## src/rtl/alarm_pkg.sv

```systemverilog
// ============================================================================
// Module : alarm_pkg
// Brief  : Action/state codes and phase helpers for the alarm action scheduler.
// Rev    : 1.0  initial release
// ============================================================================
`default_nettype none

package alarm_pkg;

  typedef enum logic [2:0] {
    ACT_CLOSE   = 3'd0,
    ACT_OPEN    = 3'd1,
    ACT_LOCK    = 3'd2,
    ACT_UNLOCK  = 3'd3,
    ACT_WAIT20  = 3'd4,
    ACT_WAIT30  = 3'd5,
    ACT_WAIT270 = 3'd6,
    ACT_IDLE    = 3'd7
  } action_e;

  typedef enum logic [2:0] {
    ST_OPEN_UNLOCKED   = 3'd0,
    ST_OPEN_LOCKED     = 3'd1,
    ST_CLOSED_UNLOCKED = 3'd2,
    ST_CLOSED_LOCKED   = 3'd3,
    ST_ARMED           = 3'd4,
    ST_ARMED_FS        = 3'd5,
    ST_ARMED_FLASH     = 3'd6,
    ST_ILLEGAL         = 3'd7
  } state_e;

  function automatic logic is_timed(input logic [2:0] s);
    return (s == ST_CLOSED_LOCKED) || (s == ST_ARMED_FS) || (s == ST_ARMED_FLASH);
  endfunction

  function automatic logic [2:0] phase_event(input logic [2:0] s);
    case (s)
      ST_CLOSED_LOCKED: return ACT_WAIT20;
      ST_ARMED_FS:      return ACT_WAIT30;
      ST_ARMED_FLASH:   return ACT_WAIT270;
      default:          return ACT_IDLE;
    endcase
  endfunction

  function automatic int phase_secs(input logic [2:0] s, input int t_arm,
                                    input int t_sound, input int t_flash);
    case (s)
      ST_CLOSED_LOCKED: return t_arm;
      ST_ARMED_FS:      return t_sound;
      ST_ARMED_FLASH:   return t_flash;
      default:          return 0;
    endcase
  endfunction

endpackage

`default_nettype wire

```

## src/rtl/alarm_sec_timer.sv

```systemverilog
// ============================================================================
// Module : alarm_sec_timer
// Brief  : Per-second prescaler plus down-counter with a one-cycle expire pulse.
// Rev    : 1.0  initial release
// ============================================================================
`default_nettype none

module alarm_sec_timer #(
  parameter int TICKS_PER_SEC = 1000,
  parameter int SEC_W         = 9
) (
  input  logic             clk,
  input  logic             rst,
  input  logic             i_load,
  input  logic [SEC_W-1:0] i_load_val,
  input  logic             i_stop,
  output logic             o_busy,
  output logic [SEC_W-1:0] o_secs_left,
  output logic             o_expire
);

  localparam int PRE_W = $clog2(TICKS_PER_SEC);

  logic [PRE_W-1:0] r_pre;
  logic [SEC_W-1:0] r_secs;
  logic             r_busy;
  logic             w_wrap;

  assign w_wrap      = r_busy && (r_pre == PRE_W'(TICKS_PER_SEC - 1));
  // Expire is combinational so the event can be issued on the very edge the count hits zero.
  assign o_expire    = w_wrap && (r_secs <= SEC_W'(1)) && !i_load && !i_stop;
  assign o_busy      = r_busy;
  assign o_secs_left = r_secs;

  always_ff @(posedge clk or posedge rst) begin
    if (rst) begin
      r_pre  <= '0;
      r_secs <= '0;
      r_busy <= 1'b0;
    end else if (i_load) begin
      r_pre  <= '0;
      r_secs <= i_load_val;
      r_busy <= 1'b1;
    end else if (i_stop) begin
      r_pre  <= '0;
      r_secs <= '0;
      r_busy <= 1'b0;
    end else if (r_busy) begin
      if (w_wrap) begin
        r_pre <= '0;
        if (r_secs != '0) begin
          r_secs <= r_secs - SEC_W'(1);
        end
        if (r_secs <= SEC_W'(1)) begin
          r_busy <= 1'b0;
        end
      end else begin
        r_pre <= r_pre + PRE_W'(1);
      end
    end
  end

endmodule

`default_nettype wire

```

## src/rtl/alarm_action_scheduler.sv

```systemverilog
// ============================================================================
// Module : alarm_action_scheduler
// Brief  : Merges user commands and timed alarm events into one paced action stream.
// Rev    : 1.0  initial release
// ============================================================================
`default_nettype none

module alarm_action_scheduler
  import alarm_pkg::*;
#(
  parameter int TICKS_PER_SEC = 1000,
  parameter int T_ARM         = 20,
  parameter int T_SOUND       = 30,
  parameter int T_FLASH       = 270,
  parameter int SEC_W         = 9
) (
  input  logic             clk,
  input  logic             rst,
  input  logic             cmd_valid,
  input  logic [1:0]       cmd,
  output logic             cmd_ready,
  input  logic [2:0]       fsm_state,
  output logic [2:0]       action,
  output logic             action_valid,
  output logic             timer_busy,
  output logic [SEC_W-1:0] secs_left
);

  typedef enum logic [0:0] {
    S_FREE  = 1'b0,
    S_ISSUE = 1'b1
  } slot_e;

  slot_e      r_slot, w_next_slot;
  logic [2:0] r_action, w_next_action;
  logic       r_pending, w_next_pending;
  logic [2:0] r_phase;
  logic [2:0] r_prev;

  logic             w_change, w_load, w_stop, w_expire, w_pend_ok;
  logic [SEC_W-1:0] w_load_val;

  assign w_change   = (fsm_state != r_prev);
  assign w_load     = w_change && is_timed(fsm_state);
  assign w_stop     = w_change && !is_timed(fsm_state);
  assign w_load_val = SEC_W'(phase_secs(fsm_state, T_ARM, T_SOUND, T_FLASH));
  // A timer event only goes out while the FSM still sits in the phase that produced it.
  assign w_pend_ok  = (r_pending || w_expire) && !w_change && (fsm_state == r_phase);

  alarm_sec_timer #(
    .TICKS_PER_SEC (TICKS_PER_SEC),
    .SEC_W         (SEC_W)
  ) u_timer (
    .clk         (clk),
    .rst         (rst),
    .i_load      (w_load),
    .i_load_val  (w_load_val),
    .i_stop      (w_stop),
    .o_busy      (timer_busy),
    .o_secs_left (secs_left),
    .o_expire    (w_expire)
  );

  always_comb begin
    w_next_slot    = S_FREE;
    w_next_action  = ACT_IDLE;
    w_next_pending = (r_pending || w_expire) && !w_change;
    if (r_slot == S_FREE) begin
      if (cmd_valid) begin
        w_next_slot   = S_ISSUE;
        w_next_action = {1'b0, cmd};
      end else if (w_pend_ok) begin
        w_next_slot    = S_ISSUE;
        w_next_action  = phase_event(r_phase);
        w_next_pending = 1'b0;
      end
    end
  end

  always_ff @(posedge clk or posedge rst) begin
    if (rst) begin
      r_slot    <= S_FREE;
      r_action  <= ACT_IDLE;
      r_pending <= 1'b0;
      r_phase   <= '0;
      r_prev    <= '0;
    end else begin
      r_slot    <= w_next_slot;
      r_action  <= w_next_action;
      r_pending <= w_next_pending;
      r_prev    <= fsm_state;
      if (w_load) begin
        r_phase <= fsm_state;
      end
    end
  end

  assign action       = r_action;
  assign action_valid = (r_slot == S_ISSUE);
  assign cmd_ready    = (r_slot == S_FREE);

endmodule

`default_nettype wire

```

## config.mk

```make
export PLATFORM = sky130hd
export DESIGN_NAME = alarm_action_scheduler
export DESIGN_NICKNAME = d
export VERILOG_FILES = /design/src/rtl/alarm_pkg.sv /design/src/rtl/alarm_sec_timer.sv /design/src/rtl/alarm_action_scheduler.sv
export SDC_FILE = /design/constraint.sdc
export NUM_CORES = 1
export LEC_CHECK = 0
export CELL_PAD_IN_SITES_DETAIL_PLACEMENT = 0
export CELL_PAD_IN_SITES_GLOBAL_PLACEMENT = 1
export CORE_MARGIN = 2
export CORE_UTILIZATION = 45
export DETAILED_ROUTE_END_ITERATION = 12
export GPL_ROUTABILITY_DRIVEN = 0
export PLACE_DENSITY_LB_ADDON = 0.2
export SYNTH_ARGS = -nofsm -noshare
export SYNTH_HDL_FRONTEND = slang
export SYNTH_SLANG_ARGS = --single-unit
```

## constraint.sdc

```tcl
create_clock -name clk -period 4.95 [get_ports clk]
set_input_delay 0.7425 -clock clk [delete_from_list [all_inputs] [get_ports clk]]
set_output_delay 0.7425 -clock clk [all_outputs]
set_load 0.005 [all_outputs]
```

==> results.py, run 1 <==
metrics = {
    "floorplanning": {
        "chipWidth_um": 67.1,
        "pin_count": 23,
        "core.rowCount": 22,
        "die_area_mm2": 0.00450,
        "core-area_mm2": 0.00374,
        "start_util": 0.478,
        "die_height_um": 67.1,
    },
    "synthesis": {
        "synthTopCellsByCount": "28 x dfrtp_1, 14 x a21oi_1, 12 x nand2_1, 12 x o21ai_0, 11 x nand3_1",
        "seq_area_frac_synth": 0.435,
        "synth_top_area_cell": "dfrtp_1",
        "synth_nets": 206,
        "async_flop_share": 1.00,
        "post-synth-top-count-cell": "dfrtp_1",
        "ys_warn_count": 0,
        "synth_area_leaders": "dfrtp_1 39%, dfstp_2 4.4%, a21oi_1 3.9%, or3_1 3.5%, o21ai_0 3.4%",
        "netlist.area_leader.share": 0.391,
        "netlist_instances": 194,
        "synth_edf_count": 0,
        "ys_types": 44,
        "synth_area_mm2": 0.00179,
        "synth_seq_cells": 31,
        "synth_ff_type": "dfrtp_1",
        "synth.avg_cell_area_um2": 9.23,
    },
    "timing": {
        "setup-violations-final": 0,
        "period_needed_ns": 2.67,
        "hold_violations": 0,
        "max_slew.worst_pin.slew_ns": 0.876,
        "fmax_mhz": 375,
        "period_share": 0.539,
        "relSlewSlack": 0.410,
        "tns_ns": 0,
        "rsz0062_at_grt": "no",
        "skew_ns": 0.0116,
        "maxSlewViolCount": 0,
    },
    "routing": {
        "dr.pass1.iters": 5,
        "drc": 0,
        "drt_wl_total_um": 4170,
        "detail-route-antenna-nets": 0,
        "wl_per_cell_um": 15.7,
        "vias": 1577,
        "drt_iter0_markers": 91,
        "vias_per_cell": 5.95,
    },
    "clocking": {
        "cts_tree": "done",
        "tritoncts.num_buffers": 5,
        "cts_resized": 0,
        "htree_num_levels": 2,
        "hold_buffers": 0,
        "clock-sinks": 31,
        "cts_setup_buffers": 0,
        "root_buffer": "clkbuf_8",
        "clkTransAtPathRegs_ns": 0.07,
        "clock_path_buffers": 2,
        "clk-insertion-delay-late_ns": 0.29,
    },
    "layout": {
        "drive_above_1_share": 0.0783,
        "syn_to_final_growth_pct": 19.4,
        "fin_nets": 228,
        "antenna_cells": 0,
        "nFillCells": 360,
    },
    "critical_path": {
        "critical-path-slowest-cell": "clkdlybuf4s50_1",
        "cp.arrival_ns": 2.88,
        "r2r_start": "u_timer.r_pre[3]",
        "rr_worst_depth": 4,
        "crit_type": "input pin to flop",
        "cpPeakStageDelay_ns": 0.75,
        "path_cells": "clkdlybuf4s50_1, xor2_1, nor3_1, buf_4, nand2_1, a21oi_1",
        "critPathBufInv": 2,
        "r2r-end": "action[0]",
        "crit_path_max_fanout": 12,
        "required_ns": 5.17,
        "crit_family": "buffers and inverters",
        "crit_path_end_kind": "flop",
        "reg2reg_slack_ns": 2.69,
        "worst_setup_path_start_kind": "input pin",
    },
    "power": {
        "leakage_uw": 0.000817,
        "total_power_uw": 614,
        "peakVddDrop_v": 0.000192,
        "p_per_area_mw_per_mm2": 287,
    },
    "grt": {
        "grt_pass1_wl_um": 7170,
        "grt_pass1_vias": 1513,
        "grt.total_usage": 0.218,
        "grt_max_degree": 32,
        "overflow": 0,
        "antenna_found_initial": 0,
    },
    "place": {
        "port_buffers": 22,
        "dp_hpwl_um": 2850,
    },
    "outcome": {
        "status": "completed",
    },
    "worst_hold_path": {
        "hold_depth": 3,
        "hold_path_class": "flop to flop",
        "hold-path-endpoint": "action[1]",
        "hold_start": "r_pending",
    },
    "flow_run": {
        "maxCapViolCount": 0,
    },
}
## worst max path at each step
stage,start,slack (ns),end,cells past startpoint
after CTS,fsm_state[2],2.28,u_timer.r_pre[6],6
after global routing,fsm_state[2],2.03,u_timer.r_pre[5],6
after floorplan,u_timer.r_pre[3],2.84,u_timer.o_busy,5
final,fsm_state[2],2.28,u_timer.r_pre[6],6
after detailed placement,fsm_state[2],1.99,u_timer.r_pre[6],6
after global placement,fsm_state[2],2.11,u_timer.r_pre[5],6
## worst register-to-register path: stages (launching register included)
cell,delay [ns]
dfrtp_1,0.46
nand4b_1,0.25
or4_4,0.67
o41ai_1,0.57
a31oi_1,0.19
## where the power goes
part	switching, µW	total, µW	internal, µW	leakage (µW)
logic	60.4	113	52.8	0.000368
clock network	101	213	112	0.0000482
registers	19.7	288	268	0.000401
## cells in the final DEF, fill, tap and decap left out, types with 2 or more instances in the layout
master / instances
xor2_1: 6
nand2_1: 12
inv_1: 9
xnor2_1: 4
nand2b_1: 2
o21ai_0: 12
or3_1: 10
dfstp_2: 3
nor3_1: 4
nor2_1: 10
nor4_1: 5
nand4b_1: 2
or4_1: 8
a31oi_1: 7
a21oi_1: 14
nand3b_1: 3
o31ai_1: 7
nand3_1: 11
clkbuf_8: 6
clkdlybuf4s50_1: 22
dfrtp_1: 28
buf_4: 3
nand4_1: 3
ha_1: 4
## final cells by class
cell class,instances,area [µm²],share of cell area
clock buffers,7,86.3,0.0404
multi-input cells,144,930,0.435
clock inverters,1,5.00,0.00234
repair buffers,25,243,0.114
inverters,9,33.8,0.0158
well taps,48,60.1,0.0281
flip-flops and latches,31,779,0.365
## registers in the layout (all words and copies together) (netlist names)
register and count:
action_valid 1, u_timer.o_secs_left 9, r_phase 3, u_timer.r_pre 10, r_pending 1, action 3
u_timer.o_busy 1, r_prev 3
## routing by layer
metal  vias to the layer above  part of all wire  GRT usage
li1                        772                 -          -
met4                         0             0.018     0.0944
met2                        47              0.46      0.338
met5                         -                 0          0
met3                         7             0.057     0.0557
met1                       751              0.46      0.285
## cell families after synthesis
logic type | Yosys count | share of synthesized area
AO/OA/AOI/OAI | 52 | 0.187
XOR/XNOR | 10 | 0.0489
adder cells (fa/ha/maj) | 4 | 0.0280
buffers and inverters | 19 | 0.0454
flip-flops | 31 | 0.435
multiplexers | 2 | 0.0119
AND/OR/NAND/NOR | 76 | 0.243
## stage by stage
step	area (µm²)	worst slack, ns	hold slack [ns]	util	cells
2_1_floorplan	1790	2.84	0.475	-	194
3_3_place_gp	2050	2.11	0.530	0.546	257
3_5_place_dp	2050	1.99	0.544	0.546	257
4_1_cts	2140	2.28	0.560	0.571	265
5_1_grt	2140	2.03	0.590	0.571	265
6_report	2140	2.28	0.549	0.571	265
Power figures use the tool's default switching activity.
==> run 2: changes to the inputs <==
Settings changed: CORE_UTILIZATION 45 to 38.
Clock period 4.95 ns to 2.4 ns, I/O delays scaled along.
==> results.py, run 2 (synthesized netlist as in run 1, its figures left out) <==
metrics = {
    "grt": {
        "grt_pass1_vias": 1625,
        "grt.total_usage": 0.187,
        "overflow": 0,
        "antenna_found_initial": 0,
        "grt_pass1_wl_um": 7620,
        "grt_max_degree": 32,
    },
    "clocking": {
        "clock_path_buffers": 2,
        "clk-insertion-delay-late_ns": 0.28,
        "clock-sinks": 31,
        "htree_num_levels": 2,
        "hold_buffers": 0,
        "tritoncts.num_buffers": 5,
        "clkTransAtPathRegs_ns": 0.07,
        "cts_tree": "done",
        "cts_resized": 0,
        "cts_setup_buffers": 0,
        "root_buffer": "clkbuf_8",
    },
    "routing": {
        "drt_wl_total_um": 4410,
        "dr.pass1.iters": 4,
        "vias_per_cell": 5.93,
        "drt_iter0_markers": 90,
        "detail-route-antenna-nets": 0,
        "wl_per_cell_um": 15.9,
        "vias": 1649,
        "drc": 0,
    },
    "timing": {
        "maxSlewViolCount": 0,
        "period_share": 0.915,
        "max_slew.worst_pin.slew_ns": 0.529,
        "hold_violations": 0,
        "tns_ns": 0,
        "worst_slack_ns": 0.203,
        "worst_hold_slack_ns": 0.463,
        "period_needed_ns": 2.20,
        "rsz0062_at_grt": "no",
        "setup-violations-final": 0,
        "relSlewSlack": 0.644,
        "fmax_mhz": 455,
        "skew_ns": 0.00740,
    },
    "layout": {
        "largest-register": "u_timer.r_pre",
        "syn_to_final_growth_pct": 23.9,
        "largest_reg_flops": 10,
        "final_common_cell": "dfrtp_1",
        "drive_above_1_share": 0.115,
        "final-instance-count-excl-fill": 278,
        "most-common-layout-cells": "28 x dfrtp_1, 22 x clkdlybuf4s50_1, 14 x a21oi_1",
        "fin_nets": 237,
        "antenna_cells": 0,
    },
    "power": {
        "leakage_uw": 0.000864,
        "total_power_uw": 1300,
        "peakVddDrop_v": 0.000306,
        "p_per_area_mw_per_mm2": 587,
    },
    "critical_path": {
        "reg2reg_slack_ns": 0.20,
        "crit_type": "flop to flop",
        "crit_path_end_kind": "flop",
        "r2r_start": "u_timer.r_pre[0]",
        "r2r-end": "u_timer.o_busy",
        "required_ns": 2.57,
        "crit_path_max_fanout": 15,
        "cp.arrival_ns": 2.37,
        "worst_setup_path_start_kind": "flop",
        "rr_worst_depth": 5,
    },
    "outcome": {
        "status": "completed",
    },
    "place": {
        "place_ws_ns": 0.130,
        "dp_cells": 270,
        "port_buffers": 22,
        "dp_hpwl_um": 3120,
    },
    "floorplanning": {
        "pin_count": 23,
        "start_util": 0.403,
        "core.rowCount": 24,
        "core-area_mm2": 0.00444,
        "die_height_um": 72.6,
        "die_area_mm2": 0.00528,
        "chipWidth_um": 72.6,
    },
    "worst_hold_path": {
        "hold_path_class": "input pin to async pin",
    },
    "flow_run": {
        "maxCapViolCount": 0,
    },
}
==> run 2: routing by layer <==
layer / global-route usage / vias to the layer above / routed length, µm
met5: 0 / - / 0
met1: 0.241 / 802 / 2040
met2: 0.300 / 42 / 2120
met3: 0.0456 / 9 / 162
met4: 0.0802 / 0 / 84
li1: - / 796 / -
==> run 2: cell type report <==
class	count	area, µm²
Fill cell	408	2230
Multi-Input combinational cell	144	930
Sequential cell	31	779
Timing Repair Buffer	34	310
Clock buffer	8	100
Tap cell	52	65.1
Inverter	9	33.8
==> run 2: how the worst max path moves through the flow <==
stage	depth (start not counted)	to	slack, ns	from
floorplan	5	u_timer.o_busy	0.29	u_timer.r_pre[3]
global placement	6	r_phase[1]	0.20	fsm_state[1]
detailed placement	6	r_phase[1]	0.13	fsm_state[1]
CTS	5	u_timer.o_busy	0.22	u_timer.r_pre[0]
global route	5	u_timer.o_busy	0.12	u_timer.r_pre[0]
finish	5	u_timer.o_busy	0.20	u_timer.r_pre[0]
==> run 2: through the flow <==
stage               utilization  instance area (µm²)
finish                    0.499                 2220
global route              0.499                 2220
CTS                       0.499                 2220
detailed placement        0.477                 2120
global placement          0.477                 2120
floorplan                     -                 1790
==> run 2: critical path: stages, from the launching register on <==
cell and delay, ns:
dfrtp_1 0.40, ha_1 0.23, nand2_1 0.14, or4_4 0.55
or4_1 0.54, a31o_1 0.23
==> run 2: where the power goes <==
group / leakage, µW / internal [µW] / switching, µW
logic: 0.000412 / 120 / 131
clock network: 0.0000515 / 262 / 198
registers: 0.000401 / 553 / 38.1
total: 0.000864 / 935 / 366
==> run 3: changes to the inputs <==
Settings changed: SKIP_CTS_REPAIR_TIMING set to 1.
==> results of run 3 <==
Same layout as run 2: the final DEF is identical, and so are final timing and power.
